**src/rtl/splitr_pkg.sv**
```systemverilog
// splitr_pkg: shared width default, buffer depth and output-select state type for splitr.
package splitr_pkg;
   localparam int DEF_LEN = 8;
   localparam logic [1:0] DEPTH = 2'd2;
   typedef enum logic {SEL_0 = 1'b0, SEL_1 = 1'b1} sel_t;
endpackage

```
**src/rtl/splitr_fifo2.sv**
```systemverilog
// splitr_fifo2: 2-entry FIFO of {last,data} words, one per splitr output.
module splitr_fifo2
   import splitr_pkg::*;
#(
   parameter int W = DEF_LEN + 1
) (
   input  logic         clk,
   input  logic         rst,
   input  logic         push,
   input  logic         pop,
   input  logic [W-1:0] din,
   output logic [W-1:0] dout,
   output logic [1:0]   count
);
   logic [W-1:0] m0, m1;
   logic         wp, rp, do_push, do_pop;

   // Pushing into a full buffer is refused even if it pops this cycle.
   always_comb begin
      do_push = push & (count < DEPTH);
      do_pop  = pop & (count != 2'd0);
      dout    = rp ? m1 : m0;
   end

   always_ff @(posedge clk or negedge rst)
      if (!rst) begin
         m0    <= '0;
         m1    <= '0;
         wp    <= 1'b0;
         rp    <= 1'b0;
         count <= 2'd0;
      end else begin
         if (do_push) begin
            if (wp) m1 <= din;
            else m0 <= din;
            wp <= ~wp;
         end
         if (do_pop) rp <= ~rp;
         count <= count + {1'b0, do_push} - {1'b0, do_pop};
      end
endmodule

```
**src/rtl/splitr.sv**
```systemverilog
// splitr: routes whole packets round-robin to two buffered outputs.
// Optional SPLIT_STAT_EN adds per-output completed-packet counters.
module splitr
   import splitr_pkg::*;
#(
   parameter int LEN = DEF_LEN
) (
   input  logic           clk,
   input  logic           rst,
   input  logic           valid_in,
   output logic           ready_in,
   input  logic [LEN-1:0] data_in,
   input  logic           last_in,
   output logic           valid_0,
   input  logic           ready_0,
   output logic [LEN-1:0] data_0,
   output logic           last_0,
   output logic           valid_1,
   input  logic           ready_1,
   output logic [LEN-1:0] data_1,
   output logic           last_1
`ifdef SPLIT_STAT_EN
   ,
   output logic [7:0]     pkt_cnt_0,
   output logic [7:0]     pkt_cnt_1
`endif
);
   sel_t       sel, sel_n;
   logic [1:0] cnt_0, cnt_1;
   logic       acc, push_0, push_1;

   always_ff @(posedge clk or negedge rst)
      if (!rst) sel <= SEL_0;
      else sel <= sel_n;

   // ready_in looks only at registered counts, never at ready_0/ready_1.
   always_comb begin
      ready_in = rst & (((sel == SEL_0) ? cnt_0 : cnt_1) < DEPTH);
      acc      = valid_in & ready_in;
      push_0   = acc & (sel == SEL_0);
      push_1   = acc & (sel == SEL_1);
      sel_n    = (acc & last_in) ? ((sel == SEL_0) ? SEL_1 : SEL_0) : sel;
   end

   splitr_fifo2 #(.W(LEN + 1)) u_fifo_0 (
      .clk  (clk),
      .rst  (rst),
      .push (push_0),
      .pop  (valid_0 & ready_0),
      .din  ({last_in, data_in}),
      .dout ({last_0, data_0}),
      .count(cnt_0)
   );

   splitr_fifo2 #(.W(LEN + 1)) u_fifo_1 (
      .clk  (clk),
      .rst  (rst),
      .push (push_1),
      .pop  (valid_1 & ready_1),
      .din  ({last_in, data_in}),
      .dout ({last_1, data_1}),
      .count(cnt_1)
   );

   assign valid_0 = |cnt_0;
   assign valid_1 = |cnt_1;

`ifdef SPLIT_STAT_EN
   always_ff @(posedge clk or negedge rst)
      if (!rst) begin
         pkt_cnt_0 <= 8'd0;
         pkt_cnt_1 <= 8'd0;
      end else begin
         if (valid_0 & ready_0 & last_0) pkt_cnt_0 <= pkt_cnt_0 + 8'd1;
         if (valid_1 & ready_1 & last_1) pkt_cnt_1 <= pkt_cnt_1 + 8'd1;
      end
`endif
endmodule
```
**config.mk**
```make
export PLATFORM = sky130hd
export DESIGN_NAME = splitr
export DESIGN_NICKNAME = d
export VERILOG_FILES = /design/src/rtl/splitr_pkg.sv /design/src/rtl/splitr_fifo2.sv /design/src/rtl/splitr.sv
export SDC_FILE = /design/constraint.sdc
export NUM_CORES = 1
export LEC_CHECK = 0
export CAP_MARGIN = 10
export CORE_UTILIZATION = 35
export CTS_BUF_LIST = sky130_fd_sc_hd__clkbuf_16
export DETAILED_ROUTE_END_ITERATION = 16
export PLACE_DENSITY_LB_ADDON = 0.08
export SETUP_SLACK_MARGIN = 0.2
export SYNTH_ARGS = -nofsm -noshare
export SYNTH_HDL_FRONTEND = slang
export SYNTH_SLANG_ARGS = --single-unit
```
**constraint.sdc**
```tcl
create_clock -name clk -period 2.49 [get_ports clk]
set_input_delay 0.498 -clock clk [delete_from_list [all_inputs] [get_ports clk]]
set_output_delay 0.498 -clock clk [all_outputs]
set_load 0.005 [all_outputs]
```
==> summary.json, run 1 <==
{
  "status": {"value": "finished clean"},
  "detail_route.vias_per_cell": {"value": 4.72},
  "syn_avg_cell_area": {"value": 15.1, "unit": "um^2"},
  "row_count": {"value": 27},
  "finalSetupTns": {"value": 0, "unit": "ns"},
  "finalWirelength": {"value": 3.84, "unit": "mm"},
  "design.core.area": {"value": 0.00554, "unit": "mm^2"},
  "routed_wire_length_per_instance": {"value": 15.6, "unit": "um"},
  "power_frac_clock": {"value": 18.7, "unit": "%"},
  "switching_power": {"value": 0.923, "unit": "mW"},
  "mostFrequentLayoutCells": {"value": "51 x sky130_fd_sc_hd__mux2_2, 43 x sky130_fd_sc_hd__dfrtp_1, 33 x sky130_fd_sc_hd__clkdlybuf4s50_1, 5 x sky130_fd_sc_hd__xnor2_1, 5 x sky130_fd_sc_hd__clkbuf_16"},
  "cts_htree_levels": {"value": 2},
  "whs": {"value": 0.0245, "unit": "ns"},
  "antenna_cells_inserted": {"value": 0},
  "synth_fp_nets": {"value": 150},
  "comb_power_share": {"value": 40.2, "unit": "%"},
  "finalHoldViolations": {"value": 0},
  "routed-via-count": {"value": 1160},
  "synth_top_area_share": {"value": 55.7, "unit": "%"},
  "die_area": {"value": 0.00608, "unit": "mm^2"},
  "vdd_ir_drop_max": {"value": 0.000566, "unit": "V"},
  "power_leakage": {"value": 1.11, "unit": "nW"},
  "seq_area_frac_synth": {"value": 55.7, "unit": "%"},
  "remaining_drc_errors": {"value": 0},
  "cp.arrival": {"value": 1.66, "unit": "ns"},
  "worst-endpoint-required": {"value": 1.99, "unit": "ns"},
  "final_cycle_utilization_of_the_critical_path": {"value": 86.8, "unit": "%"},
  "place.port_buffers": {"value": 34},
  "ys_seq_elements": {"value": 45},
  "wire_length_of_the_first_global_routing_pass": {"value": 6.58, "unit": "mm"},
  "syn-cell-area": {"value": 0.00202, "unit": "mm^2"},
  "synth.lib_cells_used.distinct": {"value": 25},
  "final_antenna_net_count": {"value": 0},
  "max_cap_violations": {"value": 0},
  "post-synth-top-area-cell": {"value": "sky130_fd_sc_hd__dfrtp_1"},
  "grt_util_all_layers": {"value": 14.6, "unit": "%"},
  "min_path_type": {"value": "in2async"},
  "critPathLaunchType": {"value": "flip-flop"},
  "finalSetupViolCount": {"value": 0},
  "internal-power": {"value": 2.40, "unit": "mW"},
  "layout_min_cycle_time": {"value": 2.16, "unit": "ns"},
  "worstSetupEndpointType": {"value": "output port"},
  "finalClockSkew": {"value": 0.00495, "unit": "ns"},
  "detailedRoute.firstPassIterationCount": {"value": 4},
  "finish.net_count": {"value": 189},
  "rsz0062_at_grt": {"value": "false"},
  "die_height": {"value": 78.0, "unit": "um"},
  "clkLatencyLatePin": {"value": 0.28, "unit": "ns"},
  "number_of_antenna_violations_at_the_first_check_in_global_routing": {"value": 0},
  "switching_share": {"value": 27.8, "unit": "%"},
  "clockRootBuffer": {"value": "sky130_fd_sc_hd__clkbuf_16"},
  "number_of_buffers_inserted_for_hold_repair_after_clock_tree_synthesis": {"value": 0},
  "power.density_cell_area": {"value": 1290, "unit": "mW/mm^2"},
  "fmax": {"value": 0.463, "unit": "GHz"},
  "max_slew_margin": {"value": 62.0, "unit": "%"},
  "cts-buffers-inserted": {"value": 5},
  "initial_utilization": {"value": 36.5, "unit": "%"},
  "count_of_pins_on_the_block_boundary": {"value": 35},
  "drive_gt1_share": {"value": 41.4, "unit": "%"},
  "yosysWarningCount": {"value": 0},
  "gp_congestion": {"value": 0.689},
  "power_frac_seq": {"value": 41.1, "unit": "%"},
  "detailed_place_hpwl": {"value": 2.56, "unit": "mm"},
  "via_count_of_the_first_global_routing_pass": {"value": 1295},
  "cts_clk_pin_slew_worst_paths": {"value": 0.06, "unit": "ns"},
  "netlist_top_cells_area": {"value": "sky130_fd_sc_hd__dfrtp_1 56%, sky130_fd_sc_hd__mux2_2 28%, sky130_fd_sc_hd__mux2_4 2.2%, sky130_fd_sc_hd__xnor2_1 2.2%, sky130_fd_sc_hd__xor2_1 1.3%"},
  "grt_max_degree": {"value": 47},
  "flow.area_growth_from_synthesis": {"value": 27.4, "unit": "%"},
  "design_power_total": {"value": 3.32, "unit": "mW"},
  "initialDrtViolationCount": {"value": 68},
  "cts_repair_resize_count": {"value": 2},
  "grt-ovfl-total": {"value": 0},
  "report.final.slew_viol_count": {"value": 0},
  "mostFrequentLayoutCell": {"value": "sky130_fd_sc_hd__mux2_2"},
  "crit_fanout": {"value": 10},
  "worstSetupPathType": {"value": "reg2out"},
  "netlist_instances": {"value": 134},
  "cts_num_sinks": {"value": 45},
  "cts_tree": {"value": "done"},
  "post_cts.repair.setup_buffers": {"value": 0},
  "ctsLongestPathBuffers": {"value": 2},
  "max_slew.worst_pin.slew": {"value": 0.570, "unit": "ns"},
  "die_w": {"value": 78.0, "unit": "um"}
}
[synth_stat cells]
cell type,n
sky130_fd_sc_hd__mux2_2,51
sky130_fd_sc_hd__dfrtp_1,45
sky130_fd_sc_hd__xnor2_1,5
sky130_fd_sc_hd__inv_1,3
sky130_fd_sc_hd__mux2_4,3
sky130_fd_sc_hd__xor2_1,3
sky130_fd_sc_hd__and2_1,2
sky130_fd_sc_hd__clkbuf_1,2
sky130_fd_sc_hd__ha_1,2
sky130_fd_sc_hd__nor2_1,2
sky130_fd_sc_hd__or2_2,2
sky130_fd_sc_hd__a31oi_1,1
sky130_fd_sc_hd__a41oi_1,1
sky130_fd_sc_hd__and2b_2,1
sky130_fd_sc_hd__and4bb_4,1
sky130_fd_sc_hd__buf_6,1
sky130_fd_sc_hd__nand2_2,1
sky130_fd_sc_hd__nand3_1,1
sky130_fd_sc_hd__nand4_2,1
sky130_fd_sc_hd__nand4b_1,1
sky130_fd_sc_hd__nor2_4,1
sky130_fd_sc_hd__nor2b_4,1
sky130_fd_sc_hd__o21a_1,1
sky130_fd_sc_hd__o21ai_0,1
sky130_fd_sc_hd__o31ai_1,1
[logic make-up (layout without fill, tap and decap cells)]
| group | count (synthesis) | in the layout | synth area share (%) |
|---|---|---|---|
| flip-flops | 45 | 45 | 55.7 |
| AND/OR/NAND/NOR | 14 | 14 | 5.70 |
| XOR/XNOR | 8 | 8 | 3.47 |
| buffers and inverters | 6 | 46 | 1.49 |
| adder cells (fa/ha/maj) | 2 | 2 | 1.24 |
| AO/OA/AOI/OAI | 5 | 5 | 1.73 |
| multiplexers | 54 | 54 | 30.6 |
[stage by stage]
step | cell area, um^2 | setup slack [ns] | std cells | util [%]
2_1_floorplan | 2020 | 0.906 | 134 | -
3_3_place_gp | 2430 | 0.205 | 238 | 43.9
3_5_place_dp | 2430 | 0.191 | 238 | 43.9
4_1_cts | 2570 | 0.300 | 246 | 46.5
5_1_grt | 2570 | 0.259 | 246 | 46.5
6_report | 2570 | 0.329 | 246 | 46.5
[power by group through the flow]
stage,Clock [mW],Sequential (mW),Combinational [mW]
after floorplan,0,1.23,0.837
after global placement,0,1.36,1.33
after detailed placement,0,1.38,1.35
after CTS,0.637,1.37,1.37
after global routing,0.681,1.42,1.46
final,0.620,1.37,1.34
[routing by layer]
metal / track usage [%] / share of wire [%] / up-vias
met3: 4.00 / 3.7 / 5
met2: 23.0 / 47 / 23
met4: 5.56 / 1.4 / 0
met1: 19.1 / 48 / 581
li1: - / - / 551
met5: 0 / 0 / -
[area by class of cell]
| class | instances | area [um^2] |
|---|---|---|
| clock buffer | 5 | 125 |
| clock inverter | 3 | 12.5 |
| fill | 513 | 2970 |
| inverter | 3 | 11.3 |
| multi-input combinational | 83 | 865 |
| sequential | 45 | 1130 |
| tap | 72 | 90.1 |
| timing repair buffer | 35 | 343 |
[critical path, stage by stage, from the launching register on]
cell	delay [ns]
sky130_fd_sc_hd__dfrtp_2	0.55
sky130_fd_sc_hd__mux2_2	0.39
sky130_fd_sc_hd__clkdlybuf4s50_1	0.44
[final timing paths]
check                                        from           endpoint  slack [ns]  cells past startpoint
worst max-delay path                  u_fifo_0.rp          data_0[2]        0.33                      2
min in group clk                   u_fifo_1.m1[3]     u_fifo_1.m1[3]        0.50                      1
max in group asynchronous                     rst        u_fifo_1.rp        1.67                      2
worst min-delay path                          rst                sel        0.02                      1
worst max register to register  u_fifo_1.count[1]  u_fifo_1.count[1]        0.81                      6
worst min register to register     u_fifo_1.m1[3]     u_fifo_1.m1[3]        0.50                      1
[state kept, by name (all words and copies together) (netlist names), 2 cells and up]
| name | count |
|---|---|
| u_fifo_0.count | 2 |
| u_fifo_0.m1 | 9 |
| u_fifo_1.m1 | 9 |
| u_fifo_1.count | 2 |
| u_fifo_0.m0 | 9 |
| u_fifo_1.m0 | 9 |
Note: power is estimated with default switching activity, not from simulation.
==> inputs of run 2 (changes only) <==
--- a/config.mk
+++ b/config.mk
@@ -9,6 +9,7 @@
 export CORE_UTILIZATION = 35
 export CTS_BUF_LIST = sky130_fd_sc_hd__clkbuf_16
 export DETAILED_ROUTE_END_ITERATION = 16
+export GPL_ROUTABILITY_DRIVEN = 0
 export PLACE_DENSITY_LB_ADDON = 0.08
 export SETUP_SLACK_MARGIN = 0.2
 export SYNTH_ARGS = -nofsm -noshare
==> results of run 2 <==
The final DEF is identical to that of run 1; final timing and power are the same.
==> inputs of run 3 (changes only) <==
--- a/config.mk
+++ b/config.mk
@@ -5,8 +5,9 @@
 export SDC_FILE = /design/constraint.sdc
 export NUM_CORES = 1
 export LEC_CHECK = 0
+export ABC_CLOCK_PERIOD_IN_PS = 2490
 export CAP_MARGIN = 10
-export CORE_UTILIZATION = 35
+export CORE_UTILIZATION = 52
 export CTS_BUF_LIST = sky130_fd_sc_hd__clkbuf_16
 export DETAILED_ROUTE_END_ITERATION = 16
 export GPL_ROUTABILITY_DRIVEN = 0
==> run 3 against run 2 <==
  * First-iteration DRC count is 51% lower
  * Cell area unchanged
  * Power rose by 3.4%
  * Wire length decreased by 3.4%
  * Setup slack better by 0.014 ns
  * Via count up 3.4%
  * Utilization grew 23 points
  * Clock skew decreased by 0.00061 ns
  * Global-route usage grew 7.0 points
  * Register-to-register slack got worse by 0.02 ns
==> summary.json, run 3 (synthesis results as in run 1) <==
{
  "clockRootBuffer": {"value": "sky130_fd_sc_hd__clkbuf_16"},
  "initial_utilization": {"value": 54.8, "unit": "%", "change": "+18 points"},
  "finalHoldViolations": {"value": 0, "change": "unchanged"},
  "finalNonFillerCells": {"value": 222, "change": "-9.8%"},
  "vdd_ir_drop_max": {"value": 0.000793, "unit": "V", "change": "+40%"},
  "grt_max_degree": {"value": 28, "change": "-40%"},
  "finalWirelength": {"value": 3.71, "unit": "mm", "change": "-3.4%"},
  "finish.net_count": {"value": 190, "change": "+0.53%"},
  "worst-endpoint-required": {"value": 1.99, "unit": "ns", "change": "about the same"},
  "grt-ovfl-total": {"value": 0, "change": "unchanged"},
  "internal-power": {"value": 2.51, "unit": "mW", "change": "+4.4%"},
  "place.port_buffers": {"value": 34, "change": "unchanged"},
  "antenna_cells_inserted": {"value": 0, "change": "unchanged"},
  "ctsLongestPathBuffers": {"value": 2, "change": "unchanged"},
  "layout_min_cycle_time": {"value": 2.15, "unit": "ns", "change": "-0.0140 ns"},
  "power_frac_seq": {"value": 39.6, "unit": "%", "change": "-1.5 points"},
  "wire_length_of_the_first_global_routing_pass": {"value": 6.51, "unit": "mm", "change": "-0.94%"},
  "worst_slack": {"value": 0.343, "unit": "ns", "change": "+0.0140 ns"},
  "whs": {"value": 0.278, "unit": "ns", "change": "+0.254 ns"},
  "count_of_pins_on_the_block_boundary": {"value": 35, "change": "unchanged"},
  "switching_share": {"value": 27.1, "unit": "%", "change": "-0.67 points"},
  "design.core.area": {"value": 0.00369, "unit": "mm^2", "change": "-33%"},
  "mostFrequentLayoutCell": {"value": "sky130_fd_sc_hd__mux2_2"},
  "detailed_place_hpwl": {"value": 2.53, "unit": "mm", "change": "-1.1%"},
  "cts_tree": {"value": "done"},
  "detailedRoute.firstPassIterationCount": {"value": 4, "change": "unchanged"},
  "crit_fanout": {"value": 10, "change": "unchanged"},
  "routed_wire_length_per_instance": {"value": 16.7, "unit": "um", "change": "+7.0%"},
  "post_cts.repair.setup_buffers": {"value": 0, "change": "unchanged"},
  "cts_htree_levels": {"value": 2, "change": "unchanged"},
  "die_area": {"value": 0.00414, "unit": "mm^2", "change": "-32%"},
  "row_count": {"value": 22, "change": "-19%"},
  "dp_cells": {"value": 215, "change": "-9.7%"},
  "dp_worst_setup_slack": {"value": 0.229, "unit": "ns", "change": "+0.0387 ns"},
  "worstSetupEndpointType": {"value": "output port"},
  "final_util": {"value": 69.8, "unit": "%", "change": "+23 points"},
  "worstSetupPathType": {"value": "reg2out"},
  "final_cycle_utilization_of_the_critical_path": {"value": 86.2, "unit": "%", "change": "-0.56 points"},
  "routed-via-count": {"value": 1199, "change": "+3.4%"},
  "power.density_cell_area": {"value": 1330, "unit": "mW/mm^2", "change": "+3.4%"},
  "comb_power_share": {"value": 39.4, "unit": "%", "change": "-0.8 points"},
  "switching_power": {"value": 0.931, "unit": "mW", "change": "+0.96%"},
  "cts_num_sinks": {"value": 45, "change": "unchanged"},
  "mostFrequentLayoutCells": {"value": "51 x sky130_fd_sc_hd__mux2_2, 43 x sky130_fd_sc_hd__dfrtp_1, 33 x sky130_fd_sc_hd__clkdlybuf4s50_1, 5 x sky130_fd_sc_hd__xnor2_1, 5 x sky130_fd_sc_hd__clkbuf_16"},
  "max_slew.worst_pin.slew": {"value": 0.350, "unit": "ns", "change": "-0.220 ns"},
  "final-seq-area": {"value": 0.00113, "unit": "mm^2", "change": "unchanged"},
  "via_count_of_the_first_global_routing_pass": {"value": 1322, "change": "+2.1%"},
  "fmax": {"value": 0.466, "unit": "GHz", "change": "+0.65%"},
  "detail_route.vias_per_cell": {"value": 5.40, "change": "+15%"},
  "min_path_type": {"value": "in2async"},
  "rsz0062_at_grt": {"value": "false"},
  "drive_gt1_share": {"value": 42.5, "unit": "%", "change": "+1.1 points"},
  "number_of_antenna_violations_at_the_first_check_in_global_routing": {"value": 0, "change": "unchanged"},
  "finalSetupViolCount": {"value": 0, "change": "unchanged"},
  "cts-buffers-inserted": {"value": 5, "change": "unchanged"},
  "final_antenna_net_count": {"value": 0, "change": "unchanged"},
  "ff2ff_path_depth": {"value": 6, "change": "unchanged"},
  "status": {"value": "finished clean"},
  "critPathLaunchType": {"value": "flip-flop"},
  "max_slew_margin": {"value": 76.6, "unit": "%", "change": "+15 points"},
  "initialDrtViolationCount": {"value": 33, "change": "-51%"},
  "flow.area_growth_from_synthesis": {"value": 27.4, "unit": "%", "change": "unchanged"},
  "cts_clk_pin_slew_worst_paths": {"value": 0.06, "unit": "ns", "change": "about the same"},
  "die_w": {"value": 64.3, "unit": "um", "change": "-17%"},
  "remaining_drc_errors": {"value": 0, "change": "unchanged"},
  "finalSetupTns": {"value": 0, "unit": "ns", "change": "unchanged"},
  "clkLatencyLatePin": {"value": 0.28, "unit": "ns", "change": "about the same"},
  "finalClockSkew": {"value": 0.00434, "unit": "ns", "change": "-0.000610 ns"},
  "power_leakage": {"value": 1.12, "unit": "nW", "change": "+1.4%"},
  "multi_input_comb_area": {"value": 865, "unit": "um^2", "change": "unchanged"},
  "grt_util_all_layers": {"value": 21.6, "unit": "%", "change": "+7.0 points"},
  "power_frac_clock": {"value": 20.9, "unit": "%", "change": "+2.2 points"},
  "count_of_filler_cells_inserted_in_the_layout": {"value": 273, "change": "-47%"},
  "max_cap_violations": {"value": 0, "change": "unchanged"},
  "die_height": {"value": 64.3, "unit": "um", "change": "-17%"},
  "report.final.slew_viol_count": {"value": 0, "change": "unchanged"},
  "cp.arrival": {"value": 1.65, "unit": "ns", "change": "about the same"}
}
[run 3: cell count changes in the layout (fill, tap and decap cells not counted)]
cell	before	now
sky130_fd_sc_hd__clkinv_1	2	0
sky130_fd_sc_hd__buf_4	1	2
sky130_fd_sc_hd__bufinv_16	0	1
[run 3: layout make-up]
type | count | area share [%]
clock buffer | 5 | 4.86
timing repair buffer | 36 | 13.6
clock inverter | 2 | 1.36
sequential | 45 | 43.8
multi-input combinational | 83 | 33.6
inverter | 3 | 0.437
tap | 48 | 2.33
[run 3: critical path, cell delays in order (launching register included)]
cell                              delay, ns
sky130_fd_sc_hd__dfrtp_2               0.53
sky130_fd_sc_hd__mux2_2                0.39
sky130_fd_sc_hd__clkdlybuf4s50_1       0.44
[run 3: final timing paths]
check,start,to,slack [ns]
worst min register to register,u_fifo_0.m1[1],u_fifo_0.m1[1],0.50
worst max register to register,u_fifo_1.count[1],u_fifo_1.count[1],0.79
min in group clk,u_fifo_0.m1[1],u_fifo_0.m1[1],0.50
max in group asynchronous,rst,u_fifo_1.rp,1.91
worst max-delay path,u_fifo_0.rp,data_0[5],0.34
worst min-delay path,rst,u_fifo_0.count[1],0.28
[run 3: timing repair]
item,in CTS,in global routing
hold buffers,0,0
setup endpoints to repair,9,9
gates resized for setup,1,1
[run 3: power groups by stage]
stage | clock network, mW | registers, mW | logic, mW
3_5_place_dp | 0 | 1.37 | 1.36
2_1_floorplan | 0 | 1.23 | 0.837
6_report | 0.720 | 1.36 | 1.36
5_1_grt | 0.762 | 1.42 | 1.48
3_3_place_gp | 0 | 1.34 | 1.32
4_1_cts | 0.735 | 1.36 | 1.38
[run 3: per-stage QoR]
| stage | area (um^2) | power [mW] |
|---|---|---|
| global placement | 2410 | 2.66 |
| CTS | 2570 | 3.47 |
| detailed placement | 2410 | 2.73 |
| floorplan | 2020 | 2.07 |
| finish | 2570 | 3.44 |
| global route | 2570 | 3.65 |
[run 3: layer usage]
| layer | track usage, % | wire length [um] | vias up |
|---|---|---|---|
| met4 | 10.3 | 76 | 0 |
| met3 | 7.32 | 169 | 8 |
| met1 | 27.7 | 1730 | 608 |
| met2 | 32.8 | 1730 | 30 |
| li1 | - | - | 553 |
| met5 | 0 | 0 | - |
